$ cat src/rtl/vga_timing_pkg.sv
// Shared VGA mode constants and helpers for the raster timing core.
package vga_timing_pkg;

  typedef struct packed {
    int unsigned active;
    int unsigned fp;
    int unsigned sync;
    int unsigned bp;
  } vga_axis_t;

  // 640x480 @ 60 Hz, 25 MHz pixel rate from a 50 MHz master clock
  localparam int unsigned VGA640_H_ACTIVE = 640;
  localparam int unsigned VGA640_H_FP     = 16;
  localparam int unsigned VGA640_H_SYNC   = 96;
  localparam int unsigned VGA640_H_BP     = 48;
  localparam int unsigned VGA640_V_ACTIVE = 480;
  localparam int unsigned VGA640_V_FP     = 10;
  localparam int unsigned VGA640_V_SYNC   = 2;
  localparam int unsigned VGA640_V_BP     = 33;
  localparam bit          VGA640_HS_POL   = 1'b0;
  localparam bit          VGA640_VS_POL   = 1'b0;
  localparam int unsigned VGA640_CLK_DIV  = 2;

  // 800x600 @ 72 Hz, 50 MHz pixel rate from a 50 MHz master clock
  localparam int unsigned VGA800_H_ACTIVE = 800;
  localparam int unsigned VGA800_H_FP     = 56;
  localparam int unsigned VGA800_H_SYNC   = 120;
  localparam int unsigned VGA800_H_BP     = 64;
  localparam int unsigned VGA800_V_ACTIVE = 600;
  localparam int unsigned VGA800_V_FP     = 37;
  localparam int unsigned VGA800_V_SYNC   = 6;
  localparam int unsigned VGA800_V_BP     = 23;
  localparam bit          VGA800_HS_POL   = 1'b1;
  localparam bit          VGA800_VS_POL   = 1'b1;
  localparam int unsigned VGA800_CLK_DIV  = 1;

  localparam vga_axis_t VGA640_H = '{active: VGA640_H_ACTIVE, fp: VGA640_H_FP,
                                     sync: VGA640_H_SYNC, bp: VGA640_H_BP};
  localparam vga_axis_t VGA640_V = '{active: VGA640_V_ACTIVE, fp: VGA640_V_FP,
                                     sync: VGA640_V_SYNC, bp: VGA640_V_BP};
  localparam vga_axis_t VGA800_H = '{active: VGA800_H_ACTIVE, fp: VGA800_H_FP,
                                     sync: VGA800_H_SYNC, bp: VGA800_H_BP};
  localparam vga_axis_t VGA800_V = '{active: VGA800_V_ACTIVE, fp: VGA800_V_FP,
                                     sync: VGA800_V_SYNC, bp: VGA800_V_BP};

  function automatic int unsigned vga_total(input int unsigned active,
                                            input int unsigned fp,
                                            input int unsigned sync,
                                            input int unsigned bp);
    return active + fp + sync + bp;
  endfunction

endpackage

$ cat src/rtl/vga_sig_delay.sv
// WIDTH x DEPTH shift register advancing on ce; DEPTH=0 is a plain wire.
module vga_sig_delay #(
  parameter int unsigned     WIDTH   = 3,
  parameter int unsigned     DEPTH   = 0,
  parameter logic [WIDTH-1:0] RST_VAL = '0
) (
  input  logic             clk,
  input  logic             clr_n,
  input  logic             ce,
  input  logic [WIDTH-1:0] d,
  output logic [WIDTH-1:0] q
);

  if (DEPTH == 0) begin : g_wire
    logic unused_ctl;
    assign unused_ctl = ^{clk, clr_n, ce};
    assign q = d;
  end else begin : g_pipe
    logic [WIDTH-1:0] stage_q [DEPTH];
    logic [WIDTH-1:0] stage_d [DEPTH];

    always_comb begin
      for (int unsigned i = 0; i < DEPTH; i++) stage_d[i] = stage_q[i];
      if (ce) begin
        stage_d[0] = d;
        for (int unsigned i = 1; i < DEPTH; i++) stage_d[i] = stage_q[i-1];
      end
    end

    always_ff @(posedge clk or negedge clr_n) begin
      if (!clr_n) begin
        for (int unsigned i = 0; i < DEPTH; i++) stage_q[i] <= RST_VAL;
      end else begin
        for (int unsigned i = 0; i < DEPTH; i++) stage_q[i] <= stage_d[i];
      end
    end

    assign q = stage_q[DEPTH-1];
  end

endmodule

$ cat src/rtl/vga_timing_core.sv
// Parametrised VGA raster timing: pixel-tick divider, h/v counters,
// sync/DE decode with pipeline-matching delay, blanked colour output.
module vga_timing_core
  import vga_timing_pkg::*;
#(
  parameter int unsigned H_ACTIVE = VGA640_H_ACTIVE,
  parameter int unsigned H_FP     = VGA640_H_FP,
  parameter int unsigned H_SYNC   = VGA640_H_SYNC,
  parameter int unsigned H_BP     = VGA640_H_BP,
  parameter int unsigned V_ACTIVE = VGA640_V_ACTIVE,
  parameter int unsigned V_FP     = VGA640_V_FP,
  parameter int unsigned V_SYNC   = VGA640_V_SYNC,
  parameter int unsigned V_BP     = VGA640_V_BP,
  parameter bit          HS_POL   = VGA640_HS_POL,
  parameter bit          VS_POL   = VGA640_VS_POL,
  parameter int unsigned CLK_DIV  = VGA640_CLK_DIV,
  parameter int unsigned PIPE_LAT = 0,
  parameter int unsigned CW       = 10,
  parameter int unsigned R_W      = 3,
  parameter int unsigned G_W      = 3,
  parameter int unsigned B_W      = 2
) (
  input  logic           clk,
  input  logic           clr_n,
  input  logic [R_W-1:0] i_red,
  input  logic [G_W-1:0] i_green,
  input  logic [B_W-1:0] i_blue,
  output logic [CW-1:0]  h,
  output logic [CW-1:0]  v,
  output logic           pix_ce,
  output logic           line_start,
  output logic           frame_start,
  output logic [7:0]     frame_cnt,
  output logic           hsync,
  output logic           vsync,
  output logic           de,
  output logic [R_W-1:0] red,
  output logic [G_W-1:0] green,
  output logic [B_W-1:0] blue
);

  localparam int unsigned H_TOTAL = vga_total(H_ACTIVE, H_FP, H_SYNC, H_BP);
  localparam int unsigned V_TOTAL = vga_total(V_ACTIVE, V_FP, V_SYNC, V_BP);
  localparam int unsigned DW      = (CLK_DIV > 1) ? $clog2(CLK_DIV) : 1;

  localparam logic [DW-1:0] DIV_LAST = DW'(CLK_DIV - 1);
  localparam logic [CW-1:0] H_LAST   = CW'(H_TOTAL - 1);
  localparam logic [CW-1:0] V_LAST   = CW'(V_TOTAL - 1);
  localparam logic [CW-1:0] H_ACT_C  = CW'(H_ACTIVE);
  localparam logic [CW-1:0] V_ACT_C  = CW'(V_ACTIVE);
  localparam logic [CW-1:0] HS_BEG   = CW'(H_ACTIVE + H_FP);
  localparam logic [CW-1:0] HS_END   = CW'(H_ACTIVE + H_FP + H_SYNC);
  localparam logic [CW-1:0] VS_BEG   = CW'(V_ACTIVE + V_FP);
  localparam logic [CW-1:0] VS_END   = CW'(V_ACTIVE + V_FP + V_SYNC);

  if (((H_TOTAL - 1) >> CW) != 0 || ((V_TOTAL - 1) >> CW) != 0) begin : g_chk_cw
    $error("vga_timing_core: CW=%0d too narrow for H_TOTAL=%0d / V_TOTAL=%0d", CW, H_TOTAL, V_TOTAL);
  end
  if (CLK_DIV < 1) begin : g_chk_div
    $error("vga_timing_core: CLK_DIV must be >= 1");
  end
  if (PIPE_LAT > 4) begin : g_chk_lat
    $error("vga_timing_core: PIPE_LAT must be 0..4");
  end
  if (H_FP < 1 || H_SYNC < 1 || H_BP < 1 || V_FP < 1 || V_SYNC < 1 || V_BP < 1) begin : g_chk_porch
    $error("vga_timing_core: porch and sync widths must be >= 1");
  end

  logic [DW-1:0]  div_q, div_d;
  logic           run_q, run_d;
  logic [CW-1:0]  h_q, h_d, v_q, v_d;
  logic [7:0]     fc_q, fc_d;
  logic           hsync_q, hsync_d, vsync_q, vsync_d, de_q, de_d;
  logic [R_W-1:0] red_q, red_d;
  logic [G_W-1:0] green_q, green_d;
  logic [B_W-1:0] blue_q, blue_d;

  logic h_wrap, v_wrap;
  logic hs0, vs0, de0;
  logic hs_dly, vs_dly, de_dly;

  // run_q holds off the first strobe so pix_ce is low in reset even for CLK_DIV=1
  always_comb begin
    pix_ce = run_q && (div_q == DIV_LAST);
    run_d  = 1'b1;
    div_d  = (div_q == DIV_LAST) ? '0 : div_q + 1'b1;
  end

  always_comb begin
    h_wrap = (h_q == H_LAST);
    v_wrap = (v_q == V_LAST);
    h_d    = h_q;
    v_d    = v_q;
    fc_d   = fc_q;
    if (pix_ce) begin
      h_d = h_wrap ? '0 : h_q + 1'b1;
      if (h_wrap) begin
        v_d = v_wrap ? '0 : v_q + 1'b1;
        if (v_wrap) fc_d = fc_q + 8'd1;
      end
    end
  end

  always_comb begin
    de0 = (h_q < H_ACT_C) && (v_q < V_ACT_C);
    hs0 = (h_q >= HS_BEG) && (h_q < HS_END);
    vs0 = (v_q >= VS_BEG) && (v_q < VS_END);
  end

  vga_sig_delay #(
    .WIDTH  (3),
    .DEPTH  (PIPE_LAT),
    .RST_VAL(3'b000)
  ) u_sig_delay (
    .clk  (clk),
    .clr_n(clr_n),
    .ce   (pix_ce),
    .d    ({hs0, vs0, de0}),
    .q    ({hs_dly, vs_dly, de_dly})
  );

  always_comb begin
    hsync_d = hsync_q;
    vsync_d = vsync_q;
    de_d    = de_q;
    red_d   = red_q;
    green_d = green_q;
    blue_d  = blue_q;
    if (pix_ce) begin
      hsync_d = hs_dly ? HS_POL : ~HS_POL;
      vsync_d = vs_dly ? VS_POL : ~VS_POL;
      de_d    = de_dly;
      red_d   = de_dly ? i_red   : '0;
      green_d = de_dly ? i_green : '0;
      blue_d  = de_dly ? i_blue  : '0;
    end
  end

  always_ff @(posedge clk or negedge clr_n) begin
    if (!clr_n) begin
      div_q   <= '0;
      run_q   <= 1'b0;
      h_q     <= '0;
      v_q     <= '0;
      fc_q    <= '0;
      hsync_q <= ~HS_POL;
      vsync_q <= ~VS_POL;
      de_q    <= 1'b0;
      red_q   <= '0;
      green_q <= '0;
      blue_q  <= '0;
    end else begin
      div_q   <= div_d;
      run_q   <= run_d;
      h_q     <= h_d;
      v_q     <= v_d;
      fc_q    <= fc_d;
      hsync_q <= hsync_d;
      vsync_q <= vsync_d;
      de_q    <= de_d;
      red_q   <= red_d;
      green_q <= green_d;
      blue_q  <= blue_d;
    end
  end

  assign h           = h_q;
  assign v           = v_q;
  assign line_start  = pix_ce && (h_q == '0);
  assign frame_start = line_start && (v_q == '0);
  assign frame_cnt   = fc_q;
  assign hsync       = hsync_q;
  assign vsync       = vsync_q;
  assign de          = de_q;
  assign red         = red_q;
  assign green       = green_q;
  assign blue        = blue_q;

endmodule

$ cat config.mk
export PLATFORM = sky130hd
export DESIGN_NAME = vga_timing_core
export DESIGN_NICKNAME = d
export VERILOG_FILES = /design/src/rtl/vga_timing_pkg.sv /design/src/rtl/vga_sig_delay.sv /design/src/rtl/vga_timing_core.sv
export SDC_FILE = /design/constraint.sdc
export NUM_CORES = 1
export LEC_CHECK = 0
export CAP_MARGIN = 20
export CORE_MARGIN = 2
export CORE_UTILIZATION = 50
export CTS_BUF_LIST = sky130_fd_sc_hd__clkbuf_4 sky130_fd_sc_hd__clkbuf_8
export CTS_CLUSTER_SIZE = 40
export DETAILED_ROUTE_END_ITERATION = 12
export MAX_ROUTING_LAYER = met4
export PLACE_DENSITY = 0.94
export REMOVE_ABC_BUFFERS = 1
export SYNTH_ARGS = -nofsm -noshare
export SYNTH_HDL_FRONTEND = slang
export SYNTH_SLANG_ARGS = --single-unit
$ cat constraint.sdc
create_clock -name clk -period 2.02 [get_ports clk]
set_input_delay 0.202 -clock clk [delete_from_list [all_inputs] [get_ports clk]]
set_output_delay 0.202 -clock clk [all_outputs]
set_load 0.005 [all_outputs]
# Yosys cells after proc, flatten, opt, wreduce, memory -nomap -nowiden

Cells that the tools add are included.

Bits in registers: 41
Input port bits: 10
Logic and storage cells: 41

$add $sub $neg: 4
Order comparisons: 6
Eq/ne operators: 2
Multiplexer cells: 8
Reductions and logical operators: 10

Operators with widths:

| kind                  | count |
|---|---|
| $add 10x1->10 const B | 2 |
| $eq 10x10->1 const B  | 2 |
| $logic_not 10->1      | 2 |
| $lt 10x10->1 const B  | 2 |
| $lt 10x9->1 const B   | 2 |
| $mux 10               | 2 |
| $ge 10x10->1 const B  | 1 |
| $ge 10x9->1 const B   | 1 |
| $add 8x1->8 const B   | 1 |
| $logic_and 1x1->1     | 6 |
| $mux 3                | 2 |
| $mux 1                | 3 |
| $reduce_and 3->1      | 1 |
| $mux 2                | 1 |
| $reduce_and 2->1      | 1 |
| $add 1x1->1 const B   | 1 |

# Depth between registers and ports, before layout

Depth in word-level cells: 3
Gate-level depth with buffers: 7

# Modules after synthesis

A second synthesis with hierarchy kept.

Cells, all modules: 203
Area total of the unflattened synthesis: 2055.7 µm²

By module, submodules not included:

| module          | instances | cells each | area an instance (µm²) | seq. area each (µm²) |
|---|---|---|---|---|
| vga_timing_core | 1         | 200        | 2033.2                 | 1028.5 |
| vga_sig_delay   | 1         | 3          | 22.5                   | 0.0 |

# Worst setup path after synthesis

Ideal clock, no wire load.

Path type: reg2reg
From: reg h_q[0] (netlist: h[0])
To: reg v_q[2] (netlist: v[2])
Library setup time: 0.135 ns
Arrival time: 1.503 ns
Data required time: 1.885 ns
Setup slack: 0.381 ns
Cell stages (with the launch flop): 8
Cell sequence: dfrtp_1 > ha_1 > and3_1 > buf_2 > and4_1 > buf_2 > a21oi_1 > a31oi_1

Longest elaborated chain between the ends: 2

Ends and longest elaborated chain:

| what                              | RTL line               | RTL |
|---|---|---|
| from (decl)                       | vga_timing_core.sv:71  | `logic [CW-1:0] h_q, h_d, v_q, v_d;` |
| from (signal assigned)            | vga_timing_core.sv:143 | `h_q <= '0;` |
| from (signal assigned)            | vga_timing_core.sv:155 | `h_q <= h_d;` |
| $eq 10x10->1                      | vga_timing_core.sv:90  | `h_wrap = (h_q == H_LAST);` |
| $reduce_and 2->1 (no source line) | --                     |  |
| to (signal assigned)              | vga_timing_core.sv:156 | `v_q <= v_d;` |
| to (decl)                         | vga_timing_core.sv:71  |  |

Every way passes these cells.
A chain may end at the register's enable or synchronous reset.

# Worst setup path after layout

From: reg h_q[5] (netlist: h[5])
To: out frame_start

Longest elaborated chain between the ends: 3

Ends and longest elaborated chain:

| what              | RTL line               | RTL |
|---|---|---|
| $logic_not 10->1  | vga_timing_core.sv:169 | `assign line_start = pix_ce && (h_q == '0);` |
| $logic_and 1x1->1 | vga_timing_core.sv:169 |  |
| $logic_and 1x1->1 | vga_timing_core.sv:170 | `assign frame_start = line_start && (v_q == '0);` |
| to (decl)         | vga_timing_core.sv:32  | `output logic frame_start,` |

Every way passes these cells.

==> reports/results.txt <==
Outcome -> complete, no violations
Gate power share -> 17.4%
Crit. End Element -> output port
CTS buffer count -> 5
Root buffer cell -> clkbuf_8
YS warnings -> 0
Cells on worst reg2reg path -> 7
Final ANT Viol Nets -> 0
Register area share after synthesis -> 51.5%
Tot GR Track Use -> 23.3%
Buffers on Ports -> 51
CP required -> 1820 ps
CTS tree -> built
CP max FO -> 2
Syn Inst Count -> 179
Wirelength, routed -> 4670 um
Worst Hold Class -> in2async
Final Max Tran Viols -> 0
Die outline width -> 67.2 um
Synth area leaders -> dfrtp_1 (49%), xor2_1 (4.4%), a22o_1 (3.5%), xnor2_1 (3.5%), nand3_1 (3.3%)
Switching share of total power -> 23.7%
Leakage -> 1.30 nW
GP Congestion -> 0.931
Number of global-route vias before repair -> 1639
VDD IR max -> 0.495 mV
Drt drc -> 0
Critical Path Start -> h[5]
Clock transition at path regs -> 80 ps
Post-DP HPWL -> 3360 um
Timing endpoint of the critical path -> frame_start
Setup CP Type -> reg2out
CP arrival -> 1740 ps
Post-synth top area share -> 48.9%
Clock share of power -> 37.7%
Post-synthesis register bit count -> 41
Reg2reg setup slack -> 150 ps
Number of flops mapped to enable cells by yosys -> 0
Internal power -> 1.58 mW
Pre-CTS WS -> -15.3 ps
Commonest cells post-synth -> dfrtp_1 (39), nand3_1 (13), o21ai_0 (11)
Boundary pin count -> 52
R2R Path Start -> v[1]
Switch Pwr -> 0.492 mW
Post-synthesis area per instance -> 11.1 um^2
Worst Clk Skew -> 1.78 ps
H-tree depth -> 2
Worst setup margin -> 74.9 ps
Count leader, synth -> dfrtp_1
Hold slack -> 342 ps
DR pass1 iterations -> 4
FF-to-FF End -> frame_cnt[5]
Die height -> 67.2 um
Clk buf depth -> 2
Layout area overhead -> 41.7%
Top_reg_cell synth -> dfrtp_1
Sequential share of power -> 44.9%
Initial antenna violation count -> 0
Synthesized area -> 2000 um^2
Sink Count -> 41
Min cycle time layout -> 1950 ps
Grt ovf -> 0
Setup TNS -> 0 ps
RSZ-0062 raised after global routing -> true
Clk Latency, worst-skew pair -> 290 ps
# nets final -> 267
Total placed instance area -> 2670 um^2
DIE AREA -> 4510 um^2
Final Hold Fails -> 0
PwrDens -> 732 nW/um^2
First-pass GRT wire length -> 7670 um
Worst setup SP type -> register
Fin crit share -> 96.3%
DR WL/cell -> 15.5 um
Row Count -> 22
Initial Util -> 53.3%
Cell taking the most area after synthesis -> dfrtp_1
Yosys cell types -> 40
Final setup vio count -> 0
Power Total -> 2.07 mW
Async S/R FF share, synth -> 100%
Finished Cell Area -> 2830 um^2
Routed vias/inst -> 5.71
Number of antenna diodes -> 0
Total core area -> 3740 um^2
Max frequency -> 514 MHz
Share of cells above drive strength 1 -> 17.4%
Largest net degree at the start of global routing -> 18
Max cap viols -> 0
DR vias -> 1720
Initial DRC count -> 180
critical path, stage by stage, from the launching register on:
cell     delay (ps)
dfrtp_1         400
nor4_2          280
nand4_1         140
nor4_2          210
buf_4           160
and4_1          170
buf_2           100
sequential cells by signal, indices dropped and copies added (netlist names):
name       cells
blue           2
de             1
div_q          1
frame_cnt      8
green          3
h             10
hsync          1
red            3
run_q          1
v             10
vsync          1
power groups by stage:
| stage | registers (mW) | logic (mW) | clock network [mW] |
|---|---|---|---|
| after global placement | 0.939 | 0.346 | 0 |
| after detailed placement | 0.942 | 0.356 | 0 |
| after floorplan | 0.954 | 0.109 | 0 |
| after global routing | 0.937 | 0.398 | 0.829 |
| after CTS | 0.932 | 0.362 | 0.782 |
| final | 0.931 | 0.359 | 0.781 |
through the flow:
step                cells  util (%)
finish                301      75.5
global placement      291      71.3
floorplan             173         -
CTS                   301      75.5
global route          301      75.5
detailed placement    291      71.3
area by class of cell:
cell class	count	area (um^2)
Clock inverter	3	65.1
Multi-Input combinational cell	122	907
Inverter	10	37.5
Fill cell	281	916
Clock buffer	5	68.8
Sequential cell	41	1030
Tap cell	48	60.1
Timing Repair Buffer	72	661
worst min path at each step:
stage	from	cells after the start	slack, ps	to
3_3_place_gp	clr_n	1	130	red[2]
2_1_floorplan	clr_n	0	-90	blue[0]
4_1_cts	clr_n	2	350	de
5_1_grt	clr_n	2	380	green[1]
6_report	clr_n	2	340	blue[0]
3_5_place_dp	clr_n	1	130	red[0]
logic make-up (layout without fill, tap and decap cells):
logic type | Yosys count | after routing | share of synthesized area, %
and+or+nand+nor | 68 | 68 | 23.3
AOI/OAI and AO/OA | 28 | 28 | 9.15
other | 1 | 1 | 0.188
buffers and inverters | 16 | 90 | 3.70
muxes | 2 | 2 | 1.07
xor gates and xnor gates | 18 | 18 | 7.90
DFF | 41 | 41 | 51.5
adders and majority gates | 5 | 5 | 3.13
routing by layer:
layer | GRT usage (%) | share of wire, % | up-vias
li1 | - | - | 796
met1 | 29.9 | 43 | 831
met5 | - | 0 | -
met2 | 36.9 | 49 | 76
met4 | 8.93 | 2.4 | 0
met3 | 4.17 | 5.7 | 17
placed cells by master (no fill, tap or decap), types with 2 or more instances in the layout:
cell             netlist  layout
nand4_1                9       9
o21ai_0               11      11
clkdlybuf4s50_1        0      48
a21oi_1                4       4
bufinv_16              0       2
buf_4                  1      20
dfstp_2                2       2
dfrtp_1               39      39
buf_2                  2       2
clkbuf_8               0       5
nor4_2                 1       3
nor2_1                 5       5
xnor2_1                8       8
inv_1                 10      10
nor4_1                 4       2
nand2_1                9       9
xor2_1                10      10
nor3_1                 4       4
nor4_4                 3       3
ha_1                   5       5
a22o_1                 8       8
a31oi_1                2       2
nand3_1               13      13
and4_1                 5       5
and3_1                 6       5
what timing repair did:
action                     in CTS  in global routing
buffers inserted                1                  0
setup endpoints to repair       2                  4
resized for setup               7                  2
hold endpoints to repair       15                  0
pin swaps                       4                  1
hold buffers                    1                  0
gates cloned                    0                  0
Note: power is estimated with default switching activity, not from simulation.
